File: src/rtl/fwd_hazard_scoreboard_if.sv
// ID-stage bundle between the decode pipeline and the forwarding/hazard scoreboard.
interface fwd_hazard_scoreboard_if #(
  parameter int unsigned NUM_SRC = 2,
  parameter int unsigned REG_AW  = 4,
  parameter int unsigned SEL_W   = 2,
  parameter int unsigned CNT_W   = 16
);

  logic                      fwd_en_i;
  logic                      freeze_i;
  logic                      flush_i;
  logic                      id_valid_i;
  logic [NUM_SRC*REG_AW-1:0] id_src_i;
  logic [NUM_SRC-1:0]        id_src_used_i;
  logic [REG_AW-1:0]         id_dest_i;
  logic                      id_wb_en_i;
  logic                      id_mem_read_i;
  logic                      hazard_o;
  logic [NUM_SRC*SEL_W-1:0]  sel_src_o;
  logic [CNT_W-1:0]          stall_cnt_o;

  // Pipeline control / decode side
  modport master (
    output fwd_en_i, freeze_i, flush_i, id_valid_i, id_src_i, id_src_used_i,
           id_dest_i, id_wb_en_i, id_mem_read_i,
    input  hazard_o, sel_src_o, stall_cnt_o
  );

  // Scoreboard side
  modport slave (
    input  fwd_en_i, freeze_i, flush_i, id_valid_i, id_src_i, id_src_used_i,
           id_dest_i, id_wb_en_i, id_mem_read_i,
    output hazard_o, sel_src_o, stall_cnt_o
  );

endinterface

File: src/rtl/fwd_hazard_scoreboard.sv
// Forwarding + hazard unit: tracks in-flight writers in a DEPTH-entry
// destination shift register (stage 0 = EXE ... stage DEPTH-1 = WB),
// registers per-source forward selects for the instruction entering EXE,
// raises a combinational stall on load-use (or any RAW when forwarding is
// off), and keeps a saturating stall-cycle counter.
// DEPTH must be >= 2 and 2**SEL_W must be >= DEPTH.
module fwd_hazard_scoreboard #(
  parameter int unsigned NUM_SRC = 2,
  parameter int unsigned REG_AW  = 4,
  parameter int unsigned DEPTH   = 3,
  parameter int unsigned SEL_W   = 2,
  parameter int unsigned CNT_W   = 16
) (
  input logic                   clk,
  input logic                   rst,
  fwd_hazard_scoreboard_if.slave bus
);

  // WB is write-first into the regfile, so only stages 0..DEPTH-2 forward.
  localparam int unsigned FWD_STAGES = DEPTH - 1;

  typedef struct packed {
    logic              valid;
    logic              wb_en;
    logic              mem_read;
    logic [REG_AW-1:0] dest;
  } entry_t;

  entry_t                   stage_q [DEPTH];
  entry_t                   stage_d [DEPTH];
  logic [NUM_SRC*SEL_W-1:0] sel_q, sel_d;
  logic [CNT_W-1:0]         cnt_q, cnt_d;

  logic [FWD_STAGES-1:0]    match [NUM_SRC];
  logic                     load_use;
  logic                     raw_any;
  logic                     hazard;
  logic                     issue;

  // Source-vs-producer compare for every source and every forwarding stage
  always_comb begin
    for (int k = 0; k < int'(NUM_SRC); k++) begin
      for (int j = 0; j < int'(FWD_STAGES); j++) begin
        match[k][j] = bus.id_valid_i
                    & bus.id_src_used_i[k]
                    & stage_q[j].valid
                    & stage_q[j].wb_en
                    & (bus.id_src_i[k*REG_AW +: REG_AW] == stage_q[j].dest);
      end
    end
  end

  // Stall decision; independent of freeze/flush so ID sees it immediately
  always_comb begin
    load_use = 1'b0;
    raw_any  = 1'b0;
    for (int k = 0; k < int'(NUM_SRC); k++) begin
      load_use = load_use | (match[k][0] & stage_q[0].mem_read);
      raw_any  = raw_any  | (|match[k]);
    end
    hazard = bus.fwd_en_i ? load_use : raw_any;
    issue  = bus.id_valid_i & ~hazard & ~bus.flush_i;
  end

  // Next-state: advance the tracker, pick forward selects, count stalls
  always_comb begin
    for (int j = 0; j < int'(DEPTH); j++) begin
      stage_d[j] = stage_q[j];
    end
    sel_d = sel_q;
    cnt_d = cnt_q;

    if (!bus.freeze_i) begin
      for (int j = int'(DEPTH) - 1; j >= 1; j--) begin
        stage_d[j] = stage_q[j-1];
      end

      stage_d[0] = '0;
      if (issue) begin
        stage_d[0].valid    = 1'b1;
        stage_d[0].wb_en    = bus.id_wb_en_i;
        stage_d[0].mem_read = bus.id_mem_read_i;
        stage_d[0].dest     = bus.id_dest_i;
      end

      // Scan oldest-to-youngest so the youngest (lowest j) producer wins;
      // the producer moves one stage on while the consumer enters EXE.
      sel_d = '0;
      if (bus.fwd_en_i && issue) begin
        for (int k = 0; k < int'(NUM_SRC); k++) begin
          for (int j = int'(FWD_STAGES) - 1; j >= 0; j--) begin
            if (match[k][j]) begin
              sel_d[k*SEL_W +: SEL_W] = SEL_W'(j + 1);
            end
          end
        end
      end

      if (hazard && (cnt_q != {CNT_W{1'b1}})) begin
        cnt_d = cnt_q + CNT_W'(1);
      end
    end
  end

  // State registers
  always_ff @(posedge clk or posedge rst) begin
    if (rst) begin
      for (int j = 0; j < int'(DEPTH); j++) begin
        stage_q[j] <= '0;
      end
      sel_q <= '0;
      cnt_q <= '0;
    end else begin
      for (int j = 0; j < int'(DEPTH); j++) begin
        stage_q[j] <= stage_d[j];
      end
      sel_q <= sel_d;
      cnt_q <= cnt_d;
    end
  end

  assign bus.hazard_o    = hazard;
  assign bus.sel_src_o   = sel_q;
  assign bus.stall_cnt_o = cnt_q;

endmodule
File: src/flat_wrapper.sv
// flat-port wrapper written by rule: the top's interface ports become plain ports
module fwd_hazard_scoreboard_flat 
#(
  parameter int unsigned NUM_SRC = 2,
  parameter int unsigned REG_AW  = 4,
  parameter int unsigned DEPTH   = 3,
  parameter int unsigned SEL_W   = 2,
  parameter int unsigned CNT_W   = 16
)
  (clk, rst, bus_fwd_en_i, bus_freeze_i, bus_flush_i, bus_id_valid_i, bus_id_src_i, bus_id_src_used_i, bus_id_dest_i, bus_id_wb_en_i, bus_id_mem_read_i, bus_hazard_o, bus_sel_src_o, bus_stall_cnt_o);
  fwd_hazard_scoreboard_if #(.NUM_SRC(NUM_SRC), .REG_AW(REG_AW), .SEL_W(SEL_W), .CNT_W(CNT_W)) bus_i ();
  input logic clk;
  input logic rst;
  input wire logic [$bits(bus_i.fwd_en_i)-1:0] bus_fwd_en_i;
  input wire logic [$bits(bus_i.freeze_i)-1:0] bus_freeze_i;
  input wire logic [$bits(bus_i.flush_i)-1:0] bus_flush_i;
  input wire logic [$bits(bus_i.id_valid_i)-1:0] bus_id_valid_i;
  input wire logic [$bits(bus_i.id_src_i)-1:0] bus_id_src_i;
  input wire logic [$bits(bus_i.id_src_used_i)-1:0] bus_id_src_used_i;
  input wire logic [$bits(bus_i.id_dest_i)-1:0] bus_id_dest_i;
  input wire logic [$bits(bus_i.id_wb_en_i)-1:0] bus_id_wb_en_i;
  input wire logic [$bits(bus_i.id_mem_read_i)-1:0] bus_id_mem_read_i;
  output wire logic [$bits(bus_i.hazard_o)-1:0] bus_hazard_o;
  output wire logic [$bits(bus_i.sel_src_o)-1:0] bus_sel_src_o;
  output wire logic [$bits(bus_i.stall_cnt_o)-1:0] bus_stall_cnt_o;
  assign bus_i.fwd_en_i = bus_fwd_en_i;
  assign bus_i.freeze_i = bus_freeze_i;
  assign bus_i.flush_i = bus_flush_i;
  assign bus_i.id_valid_i = bus_id_valid_i;
  assign bus_i.id_src_i = bus_id_src_i;
  assign bus_i.id_src_used_i = bus_id_src_used_i;
  assign bus_i.id_dest_i = bus_id_dest_i;
  assign bus_i.id_wb_en_i = bus_id_wb_en_i;
  assign bus_i.id_mem_read_i = bus_id_mem_read_i;
  assign bus_hazard_o = bus_i.hazard_o;
  assign bus_sel_src_o = bus_i.sel_src_o;
  assign bus_stall_cnt_o = bus_i.stall_cnt_o;
  fwd_hazard_scoreboard #(.NUM_SRC(NUM_SRC), .REG_AW(REG_AW), .DEPTH(DEPTH), .SEL_W(SEL_W), .CNT_W(CNT_W)) u_core (.clk(clk), .rst(rst), .bus(bus_i));
endmodule
File: config.mk
export PLATFORM = sky130hd
export DESIGN_NAME = fwd_hazard_scoreboard_flat
export DESIGN_NICKNAME = d
export VERILOG_FILES = /design/src/rtl/fwd_hazard_scoreboard_if.sv /design/src/rtl/fwd_hazard_scoreboard.sv /design/src/flat_wrapper.sv
export SDC_FILE = /design/constraint.sdc
export NUM_CORES = 1
export LEC_CHECK = 0
export BUFFER_PORTS_ARGS = -buffer_cell sky130_fd_sc_hd__buf_2
export CAP_MARGIN = 0
export CORE_UTILIZATION = 50
export DETAILED_ROUTE_END_ITERATION = 8
export HOLD_SLACK_MARGIN = 0.15
export PLACE_DENSITY = 0.85
export SETUP_SLACK_MARGIN = 0.5
export SLEW_MARGIN = 20
export SYNTH_ARGS = -nofsm -noshare
export SYNTH_HDL_FRONTEND = slang
export SYNTH_SLANG_ARGS = --single-unit
File: constraint.sdc
create_clock -name clk -period 5 [get_ports clk]
set_clock_uncertainty 0.1 [all_clocks]
set_input_delay 0 -clock clk [delete_from_list [all_inputs] [get_ports clk]]
set_output_delay 0 -clock clk [all_outputs]
set_load 0.01 [all_outputs]
## Word-level counts from Yosys, hierarchy flattened

Index checks and enable logic that the tools add are counted.

- Flip-flop bits (word level): 33
- Input port bits: 22
- Output and inout port bits: 21
- Logic and storage cells: 50

- $add $sub $neg: 1
- Eq/ne operators: 5
- Multiplexer cells: 7
- Bitwise gates (word level): 23
- Reduce and logical (&&, ||, !) cells: 5

Operator list:

| operator | count |
|---|---|
| bitwise AND 1 bit | 18 |
| adder 16 x 1 -> 16 bit, second input constant | 1 |
| equality test 4 bit | 4 |
| != test 16 bit, second input constant | 1 |
| two-way mux 2 bit | 4 |
| two-way mux 7 bit | 1 |
| two-way mux 4 bit | 1 |
| OR reduction 2 bit | 2 |
| NOT 1 bit | 3 |
| logical AND 1 bit | 2 |
| OR 1 bit | 2 |
| AND reduction 2 bit | 1 |
| two-way mux 1 bit | 1 |

## Longest topological paths before layout

- Depth after elaboration: 12
- Mapped depth: 8
- Mapped depth without buffers: 7

## Worst setup path after synthesis

OpenSTA, ideal clock, no wires.

- Path kind: register -> register
- Start point: register u_core.stage_q[14] (netlist bit)
- End point: register u_core.cnt_q[3] (netlist: u_core.bus.stall_cnt_o[3])
- Setup time: 0.126 ns
- Arrival time: 1.913 ns
- Required time: 4.774 ns
- Slack: 2.861 ns
- Stages on the path, launching flop included: 9
- Buffers on the path: 1
- Period minus slack after synthesis: 2.139 ns
- Path through: dfrtp_1 -> xnor2_1 -> nand2_1 -> or4_4 -> a21boi_2 -> o211a_4 -> buf_8 -> nand4_1 -> xnor2_1

- Word-level cells in the longest chain between the ends: 7
- Elaborated cells between the ends (all ways): 13
- Classes of those cells: eq/ne (2); mux (1); bitwise (6); reduce/logical (4)

Ends and longest elaborated chain:

| item | RTL line | RTL |
|---|---|---|
| from (decl) | fwd_hazard_scoreboard.sv:29 | `entry_t stage_q [DEPTH];` |
| from (signal, indexed assignment) | fwd_hazard_scoreboard.sv:115 | `stage_q[j] <= stage_d[j];` |
| equality test 4 bit | fwd_hazard_scoreboard.sv:48 | `& (bus.id_src_i[k*REG_AW +: REG_AW] == stage_q[j].dest);` |
| bitwise AND 1 bit | fwd_hazard_scoreboard.sv:48 |  |
| OR reduction 2 bit / bitwise AND 1 bit (equally long branches) | fwd_hazard_scoreboard.sv:59, fwd_hazard_scoreboard.sv:58 |  |
| OR 1 bit, on equally long branches | fwd_hazard_scoreboard.sv:59, fwd_hazard_scoreboard.sv:58 |  |
| two-way mux 1 bit * | fwd_hazard_scoreboard.sv:61 | `hazard = bus.fwd_en_i ? load_use : raw_any;` |
| logical AND 1 bit * | fwd_hazard_scoreboard.sv:99 | `if (hazard && (cnt_q != {CNT_W{1'b1}})) begin` |
| AND reduction 2 bit (no source line) * | -- |  |
| to (signal assigned) | fwd_hazard_scoreboard.sv:118 | `cnt_q <= cnt_d;` |
| to (decl) | fwd_hazard_scoreboard.sv:32 | `logic [CNT_W-1:0] cnt_q, cnt_d;` |

Every way passes the cells marked *; elsewhere a longest branch is shown, timed or not.
A chain may end at the register's enable or synchronous reset.

==> results.py <==
metrics = {
    "logic_synthesis": {
        "synth_area_um2": 1620,
        "netlist_instances": 136,
        "synth_fp_nets": 159,
        "ys_warn_count": 0,
        "synth_cell_types": 30,
        "post_synth.cell_area_avg_um2": 11.9,
        "yosys_register_bits": 33,
        "synth-seq-area-share_pct": 51.1,
    },
    "cells_and_area": {
        "finalNetCount": 232,
        "multi_input_area_um2": 748,
        "area_delta_synth_final_pct": 34.3,
        "nFillCells": 243,
        "n_antenna_cell": 0,
        "final_cell_area_um2": 2170,
        "drive_gt1_share_pct": 30.5,
        "fin_cells": 254,
        "seq_area_um2": 826,
    },
    "power": {
        "internal_power_mw": 0.360,
        "finalPower_mw": 0.481,
        "swShare_pct": 25.3,
        "power_density_nw_per_um2": 222,
        "ir_worst_vdd_mv": 0.126,
        "p_leak_nw": 1.14,
        "comb_power_share_pct": 11.5,
        "p_sw_mw": 0.122,
        "power_frac_seq_pct": 58.6,
        "p_clk_share_pct": 29.9,
    },
    "die": {
        "rows": 20,
        "die_w_um": 58.8,
        "start_util_pct": 52.9,
        "core_um2": 3050,
        "pin_count": 43,
        "dieArea_um2": 3460,
        "chipHeight_um": 58.8,
    },
    "timing": {
        "setup_violations": 0,
        "max-slew-margin-rel_pct": 66.1,
        "slew_violations": 0,
        "rsz0062_at_grt": "false",
        "period_needed_ps": 3410,
        "tightest_slew_ps": 506,
        "final.setup.tns_ps": 0,
        "fmax_mhz": 293,
        "hold_viol": 0,
        "period_share_pct": 68.2,
    },
    "drt": {
        "wl_mm": 3.51,
        "drt_drc_violations_left": 0,
        "wl_per_cell_um": 13.8,
        "vias": 1335,
        "drt_iter0_drc": 51,
        "detail_route.first_pass.iterations": 4,
        "vias_per_cell": 5.26,
        "ant_nets": 0,
    },
    "global_routing": {
        "grt_max_degree": 34,
        "busiest_layer": "met2",
        "grt_usage_pct": 22.7,
        "grtUsageMet3_pct": 5.05,
        "antenna_found_initial": 0,
        "use_met2_pct": 38.0,
        "grt_pass1_wl_mm": 5.74,
        "met1_usage_pct": 26.9,
        "overflow": 0,
        "grt_pass1_vias": 1317,
    },
    "placed_design": {
        "hpwl_mm": 2.35,
        "post_dp_cell_area_um2": 1860,
        "place.gp.congestion": 0.962,
        "place_inst": 220,
        "port_buffers": 42,
    },
    "critical_path": {
        "slowest_stage": "dlygate4sd3_1",
        "arrival_ps": 3600,
        "crit_path_start_kind": "input port",
        "r2r_slack_ps": 1970,
        "critPathMaxStageDelay_ps": 590,
        "worstSetupEndpointType": "flop",
        "crit_top_cell": "dlygate4sd3_1",
        "criticalPathCategory": "input port to flop",
        "cp_cell_sequence": "dlygate4sd3_1 > buf_2 > or3b_2 > dlygate4sd3_1 > or3_2 > dlygate4sd3_1 > o21ai_0 > dlygate4sd3_1",
        "critical_path_required_ps": 5190,
        "cp_max_fo": 19,
        "worst-r2r-cell-count": 8,
    },
    "clock_tree": {
        "cts.clk_slew.worst_paths_ps": 100,
        "clk_latency_ps": 340,
        "clockRootBuffer": "clkbuf_4",
        "clock-sinks": 33,
        "cts_inserted_buffers": 5,
        "cts_tree": "done",
        "cts_buffer_depth": 2,
        "h-tree-depth": 2,
        "cts.repair.resized": 0,
    },
    "run": {
        "max_cap_viol_count": 0,
    },
    "hold_path": {
        "min_path_type": "input port to asynchronous set/reset pin",
    },
    "run_status": {
        "status": "complete, no violations",
    },
}
what timing repair did:
item | CTS | global route
hold buffers | 26 | 0
endpoints found under the hold margin | 51 | 0
endpoints found under the setup margin | 0 | 0
buffers inserted | 0 | 0
kinds of logic after synthesis:
logic type	count (synthesis)	share of synthesized area, %
buffers and inverters	6	2.56
AOI/OAI and AO/OA	15	7.82
DFF	33	51.1
xor gates and xnor gates	31	16.8
and+or+nand+nor	43	16.0
adders and majority gates	1	0.774
muxes	7	4.88
per-layer routing:
layer,vias to the layer above,wire [um]
li1,638,-
met1,644,1540
met5,-,0
met4,0,93
met2,41,1720
met3,12,161
power groups by stage:
| stage | Combinational (mW) | Sequential (mW) | Clock, mW |
|---|---|---|---|
| 6_report | 0.0556 | 0.282 | 0.144 |
| 4_1_cts | 0.0555 | 0.282 | 0.148 |
| 2_1_floorplan | 0.0275 | 0.285 | 0 |
| 3_3_place_gp | 0.0419 | 0.286 | 0 |
| 3_5_place_dp | 0.0437 | 0.287 | 0 |
| 5_1_grt | 0.0611 | 0.283 | 0.156 |
cells in the final DEF (no fill, tap or decap), drive strengths merged, types with 4 or more instances in the layout:
cell type and instances:
nand3 6, dlygate4sd3 26, buf 43, dfrtp 33, and4 4, xor2 12, clkbuf 6, nand2 8
xnor2 19, and3 9, mux2 7, nand4 9, a22o 6
final cells by class:
cell class | count | share of cell area (%)
Clock buffer | 6 | 1.90
Tap cell | 44 | 2.54
Clock inverter | 2 | 0.461
Inverter | 3 | 0.519
Sequential cell | 33 | 38.1
Multi-Input combinational cell | 97 | 34.5
Timing Repair Buffer | 69 | 22.0
cells in the mapped netlist:
master,n,area share (%)
clkbuf_1,1,0.23
o211a_4,1,1.1
and4_1,3,1.6
and3_1,9,3.5
mux2_2,7,4.9
or4_4,1,0.70
a22o_1,5,2.7
a31oi_1,1,0.39
or3b_2,1,0.54
or3_2,1,0.46
a21o_1,1,0.46
a21boi_2,1,0.70
nand2b_1,1,0.39
xor2_1,12,6.5
buf_6,1,0.70
nand2_1,8,1.9
xnor2_1,19,10
a22o_2,1,0.62
o31ai_1,1,0.46
nand3_1,6,1.9
o21ai_0,3,0.93
nor2_1,1,0.23
dfrtp_1,33,51
inv_1,3,0.70
o21a_1,1,0.46
buf_8,1,0.93
ha_1,1,0.77
nand4_1,9,3.5
and4_2,1,0.62
nor4_1,2,0.77
through the flow:
stage	util, %	setup slack [ps]	hold slack (ps)
after floorplan	-	2860	28.4
after global placement	60.9	2780	-7.03
after detailed placement	60.9	2730	10.6
after CTS	71.1	1620	184
after global routing	71.1	1440	225
final	71.1	1590	187
flip-flops by register name, indices dropped and copies added, names as in the netlist:
signal	cells
u_core.bus.stall_cnt_o	16
u_core.stage_q	13
u_core.bus.sel_src_o	4
worst max-delay path, delay by kind of cell:
| family | cells | cell delay, ps |
|---|---|---|
| compound gates | 1 | 150 |
| simple gates | 2 | 950 |
| buf+inv | 5 | 2500 |
final timing paths:
kind / start / end
worst max-delay path: bus_freeze_i / u_core.bus.sel_src_o[2]
worst min-delay path: rst / u_core.bus.stall_cnt_o[9]
worst max register to register: u_core.stage_q[14] / u_core.bus.sel_src_o[2]
worst min register to register: u_core.bus.stall_cnt_o[6] / u_core.bus.stall_cnt_o[6]
max in group asynchronous: rst / u_core.stage_q[12]
min in group clk: bus_id_valid_i / u_core.stage_q[20]
(Power assumes the default switching activity.)
